===== src/rtl/flash_fetch_sequencer.sv =====
// flash_fetch_sequencer
// Debounces the up/down board buttons, steps the 24-bit flash read address,
// drives the flashNavigator read enable, captures the returned byte and hands
// it to the UART transmitter. All control lives in one single-clock FSM.
//
// Handshakes:
//   flash side - flash_enable is held high from REQUEST through WAIT_DATA; a
//                byte is accepted only on a low-to-high transition of the
//                flash_data_ready level (previous sample low, current high).
//   uart side  - tx_start is a one-cycle strobe issued only while tx_busy is
//                low; the UART acknowledges by raising tx_busy within
//                TX_ACK_CYCLES cycles and drops it when the byte is out.
module flash_fetch_sequencer #(
   parameter logic [19:0] DEBOUNCE_CYCLES = 20'd270000,
   parameter logic [31:0] TIMEOUT_CYCLES  = 32'd20000000,
   parameter logic [23:0] START_ADDR      = 24'd1,
   parameter logic [23:0] ADDR_MIN        = 24'd0,
   parameter logic [23:0] ADDR_MAX        = 24'hFFFFFF,
   parameter logic [2:0]  TX_ACK_CYCLES   = 3'd4
) (
   input  logic        clk,
   input  logic        rst_n,
   input  logic        btn_up_n,
   input  logic        btn_down_n,
   output logic [23:0] flash_addr,
   output logic        flash_enable,
   input  logic [7:0]  flash_data,
   input  logic        flash_data_ready,
   output logic [7:0]  tx_data,
   output logic        tx_start,
   input  logic        tx_busy,
   output logic        fetch_error,
   output logic [2:0]  state_dbg
);

   typedef enum logic [2:0] {
      S_BOOT      = 3'd0,
      S_IDLE      = 3'd1,
      S_REQUEST   = 3'd2,
      S_WAIT_DATA = 3'd3,
      S_SEND      = 3'd4,
      S_WAIT_TX   = 3'd5
   } state_t;

   typedef enum logic [1:0] {
      EV_NONE = 2'd0,
      EV_UP   = 2'd1,
      EV_DOWN = 2'd2
   } event_t;

   // Button synchronizers (reset to the released, high level)
   logic        r_up_meta, r_up_sync, r_dn_meta, r_dn_sync;
   // Debounce counters and accepted levels (active low, 1 = released)
   logic [19:0] r_up_cnt, r_dn_cnt;
   logic        r_up_db, r_dn_db;
   // Single-entry pending button event
   event_t      r_pending;
   // FSM and registered outputs
   state_t      r_state;
   logic [23:0] r_flash_addr;
   logic        r_flash_enable;
   logic [7:0]  r_tx_data;
   logic        r_tx_start;
   logic        r_fetch_error;
   logic [31:0] r_timeout_cnt;
   logic [2:0]  r_ack_cnt;
   logic        r_ack_seen;
   logic        r_ready_prev;

   logic        w_up_accept, w_dn_accept;
   logic        w_up_press, w_dn_press;
   event_t      w_event;
   logic        w_consume;
   logic        w_ready_rise;

   // Two-flop synchronizers for the asynchronous buttons
   always_ff @(posedge clk) begin
      if (!rst_n) begin
         r_up_meta <= 1'b1;
         r_up_sync <= 1'b1;
         r_dn_meta <= 1'b1;
         r_dn_sync <= 1'b1;
      end else begin
         r_up_meta <= btn_up_n;
         r_up_sync <= r_up_meta;
         r_dn_meta <= btn_down_n;
         r_dn_sync <= r_dn_meta;
      end
   end

   // A new level is accepted once it has differed from the accepted level for
   // DEBOUNCE_CYCLES consecutive cycles; any return to the old level restarts.
   assign w_up_accept = (r_up_sync != r_up_db) && (r_up_cnt == DEBOUNCE_CYCLES - 20'd1);
   assign w_dn_accept = (r_dn_sync != r_dn_db) && (r_dn_cnt == DEBOUNCE_CYCLES - 20'd1);
   assign w_up_press  = w_up_accept && !r_up_sync;
   assign w_dn_press  = w_dn_accept && !r_dn_sync;

   // Up-button debounce counter and accepted level
   always_ff @(posedge clk) begin
      if (!rst_n) begin
         r_up_cnt <= '0;
         r_up_db  <= 1'b1;
      end else if (r_up_sync == r_up_db) begin
         r_up_cnt <= '0;
      end else if (w_up_accept) begin
         r_up_cnt <= '0;
         r_up_db  <= r_up_sync;
      end else begin
         r_up_cnt <= r_up_cnt + 20'd1;
      end
   end

   // Down-button debounce counter and accepted level
   always_ff @(posedge clk) begin
      if (!rst_n) begin
         r_dn_cnt <= '0;
         r_dn_db  <= 1'b1;
      end else if (r_dn_sync == r_dn_db) begin
         r_dn_cnt <= '0;
      end else if (w_dn_accept) begin
         r_dn_cnt <= '0;
         r_dn_db  <= r_dn_sync;
      end else begin
         r_dn_cnt <= r_dn_cnt + 20'd1;
      end
   end

   // Simultaneous up and down presses cancel each other
   always_comb begin
      w_event = EV_NONE;
      if (w_up_press && !w_dn_press) begin
         w_event = EV_UP;
      end else if (w_dn_press && !w_up_press) begin
         w_event = EV_DOWN;
      end
   end

   assign w_consume    = (r_state == S_IDLE) && (r_pending != EV_NONE);
   assign w_ready_rise = flash_data_ready && !r_ready_prev;

   // Pending slot: latest event wins; an event arriving as the slot is
   // consumed becomes the next pending entry
   always_ff @(posedge clk) begin
      if (!rst_n) begin
         r_pending <= EV_NONE;
      end else if (w_event != EV_NONE) begin
         r_pending <= w_event;
      end else if (w_consume) begin
         r_pending <= EV_NONE;
      end
   end

   // Fetch sequencing FSM with registered outputs
   always_ff @(posedge clk) begin
      if (!rst_n) begin
         r_state        <= S_BOOT;
         r_flash_addr   <= START_ADDR;
         r_flash_enable <= 1'b0;
         r_tx_data      <= '0;
         r_tx_start     <= 1'b0;
         r_fetch_error  <= 1'b0;
         r_timeout_cnt  <= '0;
         r_ack_cnt      <= '0;
         r_ack_seen     <= 1'b0;
         r_ready_prev   <= 1'b0;
      end else begin
         r_ready_prev <= flash_data_ready;
         r_tx_start   <= 1'b0;
         case (r_state)
            S_BOOT: begin
               r_state <= S_REQUEST;
            end
            S_IDLE: begin
               r_flash_enable <= 1'b0;
               // Address is updated on the same edge as the move to REQUEST so
               // it is already stable when flash_enable rises.
               if (r_pending == EV_UP) begin
                  if (r_flash_addr < ADDR_MAX) begin
                     r_flash_addr <= r_flash_addr + 24'd1;
                  end
                  r_state <= S_REQUEST;
               end else if (r_pending == EV_DOWN) begin
                  if (r_flash_addr > ADDR_MIN) begin
                     r_flash_addr <= r_flash_addr - 24'd1;
                  end
                  r_state <= S_REQUEST;
               end
            end
            S_REQUEST: begin
               r_flash_enable <= 1'b1;
               r_timeout_cnt  <= '0;
               r_state        <= S_WAIT_DATA;
            end
            S_WAIT_DATA: begin
               r_timeout_cnt <= r_timeout_cnt + 32'd1;
               // A data edge on the timeout cycle still counts as success
               if (w_ready_rise) begin
                  r_tx_data      <= flash_data;
                  r_flash_enable <= 1'b0;
                  r_fetch_error  <= 1'b0;
                  r_state        <= S_SEND;
               end else if (r_timeout_cnt == TIMEOUT_CYCLES - 32'd1) begin
                  r_fetch_error  <= 1'b1;
                  r_flash_enable <= 1'b0;
                  r_state        <= S_IDLE;
               end
            end
            S_SEND: begin
               if (!tx_busy) begin
                  r_tx_start <= 1'b1;
                  r_ack_cnt  <= '0;
                  r_ack_seen <= 1'b0;
                  r_state    <= S_WAIT_TX;
               end
            end
            S_WAIT_TX: begin
               // The UART gets a bounded window to acknowledge; once busy is
               // seen there is no limit on how long the byte takes to go out.
               if (!r_ack_seen) begin
                  if (tx_busy) begin
                     r_ack_seen <= 1'b1;
                  end else if (r_ack_cnt == TX_ACK_CYCLES - 3'd1) begin
                     r_state <= S_IDLE;
                  end else begin
                     r_ack_cnt <= r_ack_cnt + 3'd1;
                  end
               end else if (!tx_busy) begin
                  r_state <= S_IDLE;
               end
            end
            default: begin
               r_flash_enable <= 1'b0;
               r_state        <= S_IDLE;
            end
         endcase
      end
   end

   assign flash_addr   = r_flash_addr;
   assign flash_enable = r_flash_enable;
   assign tx_data      = r_tx_data;
   assign tx_start     = r_tx_start;
   assign fetch_error  = r_fetch_error;
   assign state_dbg    = r_state;

endmodule


===== config.mk =====
export PLATFORM = sky130hd
export DESIGN_NAME = flash_fetch_sequencer
export DESIGN_NICKNAME = d
export VERILOG_FILES = /design/src/rtl/flash_fetch_sequencer.sv
export SDC_FILE = /design/constraint.sdc
export NUM_CORES = 1
export LEC_CHECK = 0
export BUFFER_PORTS_ARGS = -buffer_cell sky130_fd_sc_hd__buf_2
export CAP_MARGIN = 20
export CORE_ASPECT_RATIO = 1.5
export CORE_UTILIZATION = 47
export DETAILED_ROUTE_END_ITERATION = 16
export PLACE_DENSITY = 0.69
export SLEW_MARGIN = 0
export SYNTH_ARGS = -nofsm -noshare
export SYNTH_HDL_FRONTEND = slang
export SYNTH_SLANG_ARGS = --single-unit

===== constraint.sdc =====
create_clock -name clk -period 3.2 [get_ports clk]
set_input_delay 0.16 -clock clk [delete_from_list [all_inputs] [get_ports clk]]
set_output_delay 0.16 -clock clk [all_outputs]
set_load 0.005 [all_outputs]

==> results by group <==
Drt
  – First-pass iteration count of the detailed router: 4
  – DR vias/cell: 5.58
  – Wirelength per Cell: 14.3 microns
  – Routed Antenna Nets: 0
  – Total Wirelength: 15700 microns
  – # DRC: 0
  – DR iter-0 viols: 188
  – Total number of vias: 6130

Power and ir drop
  – Reg power frac: 0.426
  – Pint: 2.77 mW
  – Sw Pwr: 0.891 mW
  – Worst IR Drop VDD: 254 uV
  – Sw Ratio: 0.243
  – PwrDens: 455 mW/mm^2
  – Leak Pwr: 3.14 nW
  – Gate power share: 0.052
  – Part of the power in the clock network: 0.523
  – Total chip power: 3.66 mW

Global route
  – GR Overflow Total: 0
  – First-pass GRT wire length: 26500 microns
  – Largest net degree at the start of global routing: 59
  – Initial antenna violation count: 0
  – Gr usage total: 0.218
  – Vias in the first global route: 5867

Setup path
  – R2r setup slk: 250 ps
  – CP Max Fanout: 12
  – Worst-path cell chain: inv_1, ha_1, clkinvlp_4, buf_4, ha_1, a21oi_1, o211ai_1, a41oi_1, a31oi_1, a221oi_1, xor2_1, o22ai_1
  – Worst r2r dst: flash_addr[21]
  – Reg2Reg Depth: 12
  – Worst endpoint required time: 3490 ps
  – Critical path type: reg2reg
  – Most common cell on crit path: ha_1
  – Max incr delay on CP: 370 ps
  – RR Startpoint: r_pending[1]
  – Startpoint Class: flop
  – Critical Path AT: 3250 ps
  – CP max-delay cell: ha_1
  – CP Capture Type: flop

Timing
  – Maximum clock rate: 0.339 GHz
  – Final setup viols: 0
  – Max-slew headroom: 0.478
  – Minimum clock period: 2950 ps
  – Final Skew: 7.20 ps
  – Final Max Tran Viols: 0
  – Final period util: 0.922
  – RSZ-0062 raised after global routing: no
  – Least-Margin Pin Slew: 781 ps
  – Final Hold Fails: 0
  – Setup TNS: 0 ps

Cells and area
  – Fin area: 0.00804 sq mm
  – Syn-to-layout area delta: 17.3%
  – Commonest non-fill, non-tap cell in the layout: dfxtp_1
  – Share of cells above drive strength 1: 0.141
  – Antenna cells: 0
  – Net count, final: 942
  – Commonest cells after routing, fill and taps aside: dfxtp_1, nor2_1, nand2_1, a21oi_1, buf_2

Logic synthesis
  – FFs w/ async S/R, synth: 0
  – Mapped cell area: 0.00686 sq mm
  – Syn avg cell area: 8.18 sq um
  – Post-synthesis adder-cell area fraction: 0.0632
  – Largest family of logic cells by synthesized area: simple AND/OR/NAND/NOR gates
  – Post-Synthesis Net Count: 886
  – Yosys warns: 0
  – Compound-Gate Fraction of Synth Area: 0.152
  – Post-Syn Instances: 838
  – Count of cell types in the netlist: 71
  – Yosys reg bits: 123
  – Number of flops mapped to enable cells by yosys: 0
  – Seq/Total Area, Yosys: 0.359
  – Proportion of synthesized area in mux cells: 0.0482
  – Top_reg_cell synth: dfxtp_1
  – Post-Synth Simple-Gate Area: 0.276
  – Synth Area in XOR/XNOR: 0.0652

Place
  – Area post-placement: 0.00729 sq mm
  – I/O Buffers: 51
  – DP HPWL: 10900 microns
  – Final GP Congestion: 0.839

Clock tree
  – Clock transition at path regs: 60 ps
  – CTS Buf Count: 17
  – CTS Buffer Depth: 2
  – Clock sinks: 123
  – CTS tree: yes
  – Worst-Skew Late Latency: 420 ps
  – Root Driver: clkbuf_16
  – CTS H-tree depth: 4

Min path
  – Hold wc startpoint: tx_busy
  – Hold path cells: 3
  – Worst Hold Path EP: tx_start
  – HP Class: in2reg

Die
  – Io pins: 52
  – Initial Utilization: 0.485
  – Vert. Die Dim: 150 microns
  – Die ar.: 0.0151 sq mm
  – CORE AREA: 0.0141 sq mm
  – Die X: 101 microns
  – FP Rows: 53

Outcome
  – Outcome: finished clean

Run
  – # Max-Cap Violations: 0
metrics by stage:
stage                     hold WS, ps  utilization  cells  setup WS [ps]
after CTS                        81.3        0.566   1096            125
after global placement            346        0.516   1053            227
after floorplan                   261            -    838            316
after detailed placement          343        0.516   1053            145
after global routing              111        0.569   1099           7.49
final                            91.5        0.569   1099            249
layer usage:
layer  up-vias  global-route usage  wire, microns
met1      2881               0.245           6880
met3        29              0.0388            373
li1       3119                   -              -
met5         -                   0              0
met4         0              0.0783            286
met2       101               0.407           8200
Yosys cell counts, drive strengths merged, types with 2 or more instances:
library cell / instances / area [sq um]
a211oi: 6 / 50.1
nor2: 121 / 454
inv: 24 / 90.1
and4: 6 / 56.3
nor4b: 4 / 50.1
nand4: 28 / 190
a21o: 11 / 82.6
o21ai: 44 / 220
mux2: 8 / 90.1
a41oi: 3 / 26.3
o32ai: 2 / 17.5
nand2b: 12 / 75.1
o22ai: 4 / 25.0
nand3b: 5 / 37.5
and2: 5 / 31.3
or2: 5 / 31.3
nor3: 27 / 151
xnor2: 24 / 210
nand2: 63 / 244
nor2b: 11 / 68.8
a2111oi: 2 / 20.0
o211ai: 2 / 20.0
o311ai: 2 / 17.5
or4b: 2 / 20.0
o21a: 6 / 45.0
or3: 6 / 37.5
nor4: 18 / 128
buf: 12 / 61.3
ha: 33 / 413
a22oi: 14 / 110
clkbuf: 26 / 97.6
nand3: 43 / 220
o221ai: 4 / 35.0
xor2: 27 / 236
a21oi: 52 / 260
a31oi: 6 / 37.5
and3: 11 / 70.1
mux2i: 24 / 240
dfxtp: 123 / 2460
kinds of logic (layout without fill, tap and decap cells):
| group | count (synthesis) | after routing |
|---|---|---|
| fa+ha+maj | 34 | 34 |
| compound gates | 166 | 166 |
| simple gates | 370 | 370 |
| xor+xnor | 51 | 51 |
| buf+inv | 62 | 131 |
| mux | 32 | 32 |
| flops | 123 | 123 |
registers in the layout, indices dropped and copies added (netlist names):
signal         flops
fetch_error        1
flash_addr        24
flash_enable       1
r_ack_cnt          3
r_ack_seen         1
r_dn_cnt          20
r_dn_db            1
r_dn_meta          1
r_dn_sync          1
r_pending          2
r_ready_prev       1
r_timeout_cnt     32
r_up_cnt          20
r_up_db            1
r_up_meta          1
r_up_sync          1
state_dbg          3
tx_data            8
tx_start           1
final cells by class:
| class | count | area, sq um |
|---|---|---|
| clock buffers | 17 | 425 |
| clock inverters | 15 | 168 |
| fillers | 1336 | 6080 |
| inverters | 24 | 93.8 |
| multi-input cells | 653 | 4160 |
| flip-flops and latches | 123 | 2460 |
| well taps | 192 | 240 |
| repair buffers | 75 | 488 |
power groups by stage:
| stage | logic (mW) | clock network [mW] | registers [mW] |
|---|---|---|---|
| 2_1_floorplan | 0.121 | 0 | 1.59 |
| 3_3_place_gp | 0.175 | 0 | 1.59 |
| 3_5_place_dp | 0.177 | 0 | 1.59 |
| 4_1_cts | 0.187 | 1.94 | 1.56 |
| 5_1_grt | 0.209 | 2.02 | 1.56 |
| 6_report | 0.189 | 1.91 | 1.56 |
timing repair:
item	4_1_cts	5_1_grt
gates resized for setup	0	4
hold buffers	11	0
endpoints found under the setup margin	0	5
setup buffers	0	2
endpoints found under the hold margin	11	0
worst max-delay path: cells and delay by family (launching register included):
| kind | cells | cell delay (ps) |
|---|---|---|
| compound gates | 6 | 1220 |
| fa+ha+maj | 2 | 590 |
| flops | 1 | 310 |
| buf+inv | 3 | 530 |
| xor+xnor | 1 | 170 |
worst max-delay path by stage:
| stage | from | endpoint | slack (ps) | cells after the start |
|---|---|---|---|---|
| after floorplan | r_pending[1] | flash_addr[23] | 320 | 11 |
| after global placement | r_pending[1] | flash_addr[21] | 230 | 12 |
| after detailed placement | r_pending[1] | flash_addr[21] | 140 | 12 |
| after CTS | r_pending[1] | flash_addr[21] | 120 | 12 |
| after global routing | r_pending[1] | flash_addr[23] | 7 | 12 |
| final | r_pending[1] | flash_addr[21] | 250 | 12 |
(Power assumes the default switching activity.)
